--- src/rtl/qspi_wr_sdram_pkg.sv ---
// Shared definitions for the QSPI write-path to SDRAM burst writer:
// FSM encoding, default burst length and byte-to-word address conversion.
package qspi_wr_sdram_pkg;

  typedef enum logic [1:0] {
    S_IDLE,
    S_FILL,
    S_ADDR,
    S_DATA
  } wr_state_t;

  localparam int WR_BL_DEFAULT = 8;

  // QSPI addresses bytes, the SDRAM controller addresses 16-bit words
  function automatic logic [31:0] byte_to_word_addr(input logic [31:0] byte_addr);
    return byte_addr >> 1;
  endfunction

endpackage

--- src/rtl/wr_burst_buf.sv ---
// Burst staging register file: one synchronous write port, one asynchronous
// read port, whole array cleared on reset.
module wr_burst_buf #(
  parameter int DEPTH = 8,
  parameter int DW    = 16,
  parameter int IW    = 3
) (
  input  logic          sdram_clk,
  input  logic          rst,
  input  logic          we,
  input  logic [IW-1:0] waddr,
  input  logic [DW-1:0] wdata,
  input  logic [IW-1:0] raddr,
  output logic [DW-1:0] rdata
);

  logic [DW-1:0] mem [DEPTH];

  always_ff @(posedge sdram_clk) begin
    if (rst) begin
      for (int i = 0; i < DEPTH; i++) mem[i] <= '0;
    end else if (we) begin
      mem[waddr] <= wdata;
    end
  end

  assign rdata = mem[raddr];

endmodule

--- src/rtl/qspi_wr_sdram.sv ---
// Collects QSPI write words into WR_BL-word bursts and hands them to the
// SDRAM controller write port. Optional overflow flag: QSPI_WR_OVF_EN.
module qspi_wr_sdram
  import qspi_wr_sdram_pkg::*;
#(
  parameter int WR_BL = WR_BL_DEFAULT,
  parameter int AW    = 24,
  parameter int DW    = 16
) (
  input  logic          sdram_clk,
  input  logic          rst,
  input  logic          qspi_wr_start,
  input  logic [AW-1:0] qspi_wr_addr,
  input  logic          qspi_wr_en,
  input  logic [DW-1:0] qspi_wr_data,
  input  logic          qspi_wr_flush,
  output logic          qspi_wr_busy,
  output logic [AW-1:0] wr_addr,
  output logic [3:0]    wr_bl,
  output logic          wr_avalid,
  input  logic          wr_aready,
  output logic [DW-1:0] wr_data,
  output logic          wr_valid,
  input  logic          wr_ready
`ifdef QSPI_WR_OVF_EN
  ,
  output logic          wr_ovf
`endif
);

  localparam int         IW      = (WR_BL > 1) ? $clog2(WR_BL) : 1;
  localparam logic [3:0] BL_FULL = 4'(WR_BL);

  wr_state_t     state, state_n;
  logic [3:0]    fill_cnt, fill_n, cnt_after;
  logic [3:0]    rd_ptr, rd_n;
  logic [3:0]    bl_n;
  logic [AW-1:0] addr_n;
  logic          sess_end, end_n;
  logic          buf_we;

  wr_burst_buf #(
    .DEPTH (WR_BL),
    .DW    (DW),
    .IW    (IW)
  ) u_buf (
    .sdram_clk (sdram_clk),
    .rst       (rst),
    .we        (buf_we),
    .waddr     (fill_cnt[IW-1:0]),
    .wdata     (qspi_wr_data),
    .raddr     (rd_ptr[IW-1:0]),
    .rdata     (wr_data)
  );

  always_ff @(posedge sdram_clk) begin
    if (rst) begin
      state    <= S_IDLE;
      fill_cnt <= '0;
      rd_ptr   <= '0;
      wr_addr  <= '0;
      wr_bl    <= '0;
      sess_end <= 1'b0;
    end else begin
      state    <= state_n;
      fill_cnt <= fill_n;
      rd_ptr   <= rd_n;
      wr_addr  <= addr_n;
      wr_bl    <= bl_n;
      sess_end <= end_n;
    end
  end

  // sess_end remembers whether the burst being drained closes the session
  // (flush) or whether filling resumes at the next burst address.
  always_comb begin
    state_n   = state;
    fill_n    = fill_cnt;
    rd_n      = rd_ptr;
    addr_n    = wr_addr;
    bl_n      = wr_bl;
    end_n     = sess_end;
    buf_we    = 1'b0;
    cnt_after = fill_cnt + {3'b000, qspi_wr_en};

    case (state)
      S_IDLE: begin
        if (qspi_wr_start) begin
          addr_n  = AW'(byte_to_word_addr(32'(qspi_wr_addr)));
          fill_n  = '0;
          end_n   = 1'b0;
          state_n = S_FILL;
        end
      end
      S_FILL: begin
        buf_we = qspi_wr_en;
        fill_n = cnt_after;
        if (qspi_wr_en && (cnt_after == BL_FULL)) begin
          bl_n    = BL_FULL;
          end_n   = qspi_wr_flush;
          state_n = S_ADDR;
        end else if (qspi_wr_flush) begin
          if (cnt_after != 4'd0) begin
            bl_n    = cnt_after;
            end_n   = 1'b1;
            state_n = S_ADDR;
          end else begin
            state_n = S_IDLE;
          end
        end
      end
      S_ADDR: begin
        if (wr_aready) begin
          rd_n    = '0;
          state_n = S_DATA;
        end
      end
      S_DATA: begin
        if (wr_ready) begin
          if (rd_ptr == wr_bl - 4'd1) begin
            if (sess_end) begin
              state_n = S_IDLE;
            end else begin
              addr_n  = wr_addr + AW'(WR_BL);
              fill_n  = '0;
              state_n = S_FILL;
            end
          end else begin
            rd_n = rd_ptr + 4'd1;
          end
        end
      end
      default: state_n = S_IDLE;
    endcase
  end

  assign wr_avalid    = (state == S_ADDR);
  assign wr_valid     = (state == S_DATA);
  assign qspi_wr_busy = wr_avalid | wr_valid;

`ifdef QSPI_WR_OVF_EN
  logic ovf_q;

  // Sticky until reset: any push that the buffer could not take
  always_ff @(posedge sdram_clk) begin
    if (rst) begin
      ovf_q <= 1'b0;
    end else if (qspi_wr_en && ((state == S_IDLE) || qspi_wr_busy)) begin
      ovf_q <= 1'b1;
    end
  end

  assign wr_ovf = ovf_q;
`endif

endmodule

--- config.mk ---
export PLATFORM = sky130hd
export DESIGN_NAME = qspi_wr_sdram
export DESIGN_NICKNAME = d
export VERILOG_FILES = /design/src/rtl/qspi_wr_sdram_pkg.sv /design/src/rtl/wr_burst_buf.sv /design/src/rtl/qspi_wr_sdram.sv
export SDC_FILE = /design/constraint.sdc
export NUM_CORES = 1
export LEC_CHECK = 0
export CORE_MARGIN = 8
export CORE_UTILIZATION = 51
export DETAILED_ROUTE_END_ITERATION = 12
export PLACE_DENSITY = 0.76
export SLEW_MARGIN = 40
export SYNTH_ARGS = -nofsm -noshare
export SYNTH_HDL_FRONTEND = slang
export SYNTH_HIERARCHICAL = 1
export SYNTH_SLANG_ARGS = --single-unit
export TNS_END_PERCENT = 5
--- constraint.sdc ---
create_clock -name sdram_clk -period 2.9 [get_ports sdram_clk]
set_input_delay 0.725 -clock sdram_clk [delete_from_list [all_inputs] [get_ports sdram_clk]]
set_output_delay 0.725 -clock sdram_clk [all_outputs]
set_load 0.005 [all_outputs]
==> flow_summary_export.csv <==
group,metric,value,unit
run_status,outcome,"finished, violations left",
run_status,failed_checks,"setup timing",
sta,drv_slew,0,
floorplanning,die_area,20600,um2
yosys,yosysUniqueCellTypes,69,
worst_setup_path,worstPathRequired,2.17,ns
clock_network,path_clk_slew,0.06,ns
worst_setup_path,worst_r2r_startpoint,"state[0]$_SDFFE_PP0P_",
clock_network,cts.sinks,167,
power,combinationalPowerShare,11.7,%
clock_network,hold_buffers,0,
worst_setup_path,crit_arrival,2.30,ns
worst_setup_path,ff2ff_path_depth,5,
floorplanning,rows,46,
sta,whs,0.472,ns
sta,fin_crit,3.02,ns
placed_design,dp_slack,-0.107,ns
yosys,synth_flop_cell,"edfxtp_1",
clock_network,cts_tree,"yes",
global_route,grt_pass1_vias,6379,
worst_setup_path,critPathMaxStageDelay,0.59,ns
worst_setup_path,crit_end,"wr_data[8]",
finish,nets,819,
yosys,synth_area_leader_cell,"edfxtp_1",
run,cap_violations,0,
power,p_int,4360,uW
sta,finalSetupViolCount,8,
yosys,synth-xor-area-share,0.920,%
power,pwr-share-seq,48.1,%
clock_network,insertion_delay,0.43,ns
drt,drtPass1Iterations,5,
sta,grt_setup_unrepaired,"true",
power,switching_power,1370,uW
clock_network,htree_num_levels,4,
drt,num_vias,6149,
sta,fin_crit_sh,104,%
worst_setup_path,r2r_slack,0.61,ns
sta,slew_headroom,43.4,%
yosys,synthCells,671,
worst_setup_path,crit_type,"register to output pin",
yosys,synth_area_leaders,"edfxtp_1, dfxtp_1, mux4_1",
worst_setup_path,cp_max_fo,8,
power,power.total,5730,uW
drt,post_drt_wl_per_cell,21.3,um
yosys,ys_seq_elements,167,
yosys,synth_area,8290,um2
sta,fmax,331,MHz
yosys,synth_simple_gate_area_share,15.1,%
clock_network,clk_path_buf_depth,2,
power,swShare,23.8,%
floorplanning,pin_count,94,
global_route,grt_usage,21.3,%
finish,area_growth,22.7,%
sta,fin_ws,-0.120,ns
power,cellPowerDensity,563,nW/um2
clock_network,root_buffer,"clkbuf_16",
clock_network,cts_made_buffers,17,
drt,avgViaCountPerCell,6.18,
finish,antenna-diode-count,0,
global_route,grt-ovfl-total,0,
sta,hold_violations,0,
worst_setup_path,cp_cell_sequence,"buf_4, buf_12, mux4_1, mux2_2, dlygate4sd2_1",
power,clkPwrFrac,40.2,%
yosys,synth_top_area_share,46.3,%
worst_setup_path,worstSetupStartpoint,"rd_ptr[0]$_SDFFE_PP0P_",
worst_setup_path,worstSetupStartpointType,"register",
placed_design,port_buffers,92,
worst_setup_path,endpoint_kind,"output pin",
floorplanning,die_x,144,um
yosys,synth_mux_area_share,13.0,%
power,ir_drop,491,uV
hold_path,hold_path_class,"register to register",
worst_setup_path,crit_path_top_delay_cell,"mux4_1",
global_route,antenna_found_initial,0,
sta,finalSetupTns,-0.707,ns
global_route,grt_pass1_wl,33.5,mm
yosys,syn_avg_cell_area,12.4,um2
yosys,async_flop_share,0,%
drt,routed_wl,21.2,mm
drt,drc,0,
finish,drive_gt1_share,16.8,%
floorplanning,die_h,144,um
placed_design,place_congestion,0.851,
worst_setup_path,path_depth,5,
floorplanning,start_util,52.2,%
worst_setup_path,r2r_end,"u_buf/mem[0][14]$_SDFFCE_PN0P_",
worst_setup_path,crit_buf_inv,3,
finish,fillers,1208,
global_route,grt_start_max_net_pins,42,
yosys,synth_top_family_by_area,"simple AND/OR/NAND/NOR gates",
placed_design,dp_hpwl,13.6,mm
yosys,synth_fa_ha_area_share,0.754,%
drt,antenna_left,0,
yosys,yosys_warnings,6,
drt,dr.first_iter.drc_count,514,
worst_setup_path,critPathTopFamily,"multiplexers",
yosys,syn-num-nets,723,
power,total_leakage_power,0.00352,uW
yosys,synth_compound_area_share,9.75,%
yosys,synth_edf_count,128,
sta,skew,0.0101,ns
floorplanning,core,15900,um2
yosys,seq_area_frac_synth,55.8,%
sta,tightest_slew,0.847,ns
## synthesized netlist by cell type (3+ instances only)
cell,count
inv_1,6
buf_1,4
a31oi_1,9
buf_2,11
clkbuf_1,35
o32ai_2,8
clkinv_1,17
dfxtp_1,39
a22oi_1,6
buf_6,6
xnor2_1,4
and2_1,4
o21bai_1,8
nand3_1,14
mux2_2,16
edfxtp_1,128
nand4_1,6
nand2b_1,6
o21ai_0,15
mux2i_1,7
mux4_2,4
a21oi_1,32
nor2_1,24
nand2_1,37
ha_1,5
nor3_1,135
o221a_2,6
mux4_1,28
nor2b_1,3
## power groups by stage
stage | registers (uW) | clock network [uW] | logic, uW
after CTS | 2750 | 2330 | 668
after global routing | 2760 | 2410 | 725
after detailed placement | 2800 | 0 | 663
after global placement | 2790 | 0 | 649
after floorplan | 2770 | 0 | 380
final | 2750 | 2300 | 671
## cells by family (layout without fill, tap and decap cells)
logic type | count (synthesis) | after routing
flip-flops | 167 | 167
adder cells (fa/ha/maj) | 5 | 5
XOR/XNOR | 7 | 7
multiplexers | 55 | 55
buffers and inverters | 83 | 191
AO/OA/AOI/OAI | 107 | 107
AND/OR/NAND/NOR | 247 | 247
## flip-flops by register name, indices dropped and copies added (netlist names), named ones only
signal,count
fill_cnt,4
rd_ptr,4
sess_end,1
state,1
u_buf/mem,128
wr_addr,24
wr_bl,4
## per-stage QoR
| stage | std cells | util [%] | cell area [um2] |
|---|---|---|---|
| 5_1_grt | 995 | 64.1 | 10200 |
| 6_report | 995 | 64.1 | 10200 |
| 2_1_floorplan | 671 | - | 8290 |
| 3_3_place_gp | 961 | 59.9 | 9520 |
| 3_5_place_dp | 961 | 59.9 | 9520 |
| 4_1_cts | 994 | 63.9 | 10200 |
## how the worst min path moves through the flow
| stage | slack [ns] | start | depth (start not counted) | end |
|---|---|---|---|---|
| after floorplan | 0.45 | fill_cnt[3]$_SDFFE_PP0P_ | 2 | fill_cnt[3]$_SDFFE_PP0P_ |
| after global placement | 0.44 | wr_addr[2]$_SDFFE_PP0P_ | 2 | wr_addr[2]$_SDFFE_PP0P_ |
| after detailed placement | 0.46 | wr_addr[1]$_SDFFE_PP0P_ | 2 | wr_addr[1]$_SDFFE_PP0P_ |
| after CTS | 0.47 | wr_addr[1]$_SDFFE_PP0P_ | 2 | wr_addr[1]$_SDFFE_PP0P_ |
| after global routing | 0.50 | fill_cnt[3]$_SDFFE_PP0P_ | 2 | fill_cnt[3]$_SDFFE_PP0P_ |
| final | 0.47 | wr_addr[2]$_SDFFE_PP0P_ | 2 | wr_addr[2]$_SDFFE_PP0P_ |
## layout by cell type, fill, tap and decap left out, drive strengths merged, types with 3 or more instances in the layout
cell type,count
nand2b,6
o21ai,15
nand3,15
dlygate4sd2,8
mux4,32
clkbuf,18
a22oi,8
o21bai,8
nand4,6
nor2,25
edfxtp,128
nor2b,3
nor3,136
inv,10
mux2i,7
buf,44
o32ai,10
clkdlybuf4s50,78
o221a,6
xnor2,4
a21oi,32
ha,5
a31oi,9
dfxtp,39
dlymetal6s2s,5
mux2,16
and2,5
clkinv,20
nand2,37
clkinvlp,3
bufinv,3
## timing repair
action,4_1_cts,5_1_grt
cloned,1,0
resized for setup,17,16
hold endpoints to repair,0,0
buffers inserted,1,1
endpoints found under the setup margin,16,15
## metal layers
layer | track usage (%) | up-vias | routed length, um
met1 | 24.5 | 2970 | 8230
li1 | - | 2795 | -
met2 | 36.5 | 336 | 10700
met5 | 0 | - | 0
met3 | 5.41 | 48 | 1770
met4 | 10.6 | 0 | 533
## final cells by class
class | instances | area, um2 | area share, %
clock buffers | 18 | 429 | 4.22
clock inverters | 13 | 171 | 1.68
inverters | 23 | 86.3 | 0.848
multi-input cells | 421 | 3250 | 32.0
flip-flops and latches | 167 | 4630 | 45.5
well taps | 216 | 270 | 2.66
repair buffers | 137 | 1340 | 13.1
## tightest hold or removal path, delay by kind of cell, from the launching register on
family,cells,cell delay [ns]
AO/OA/AOI/OAI,1,0.06
AND/OR/NAND/NOR,1,0.06
flip-flops,1,0.31
Note: power is estimated with default switching activity, not from simulation.
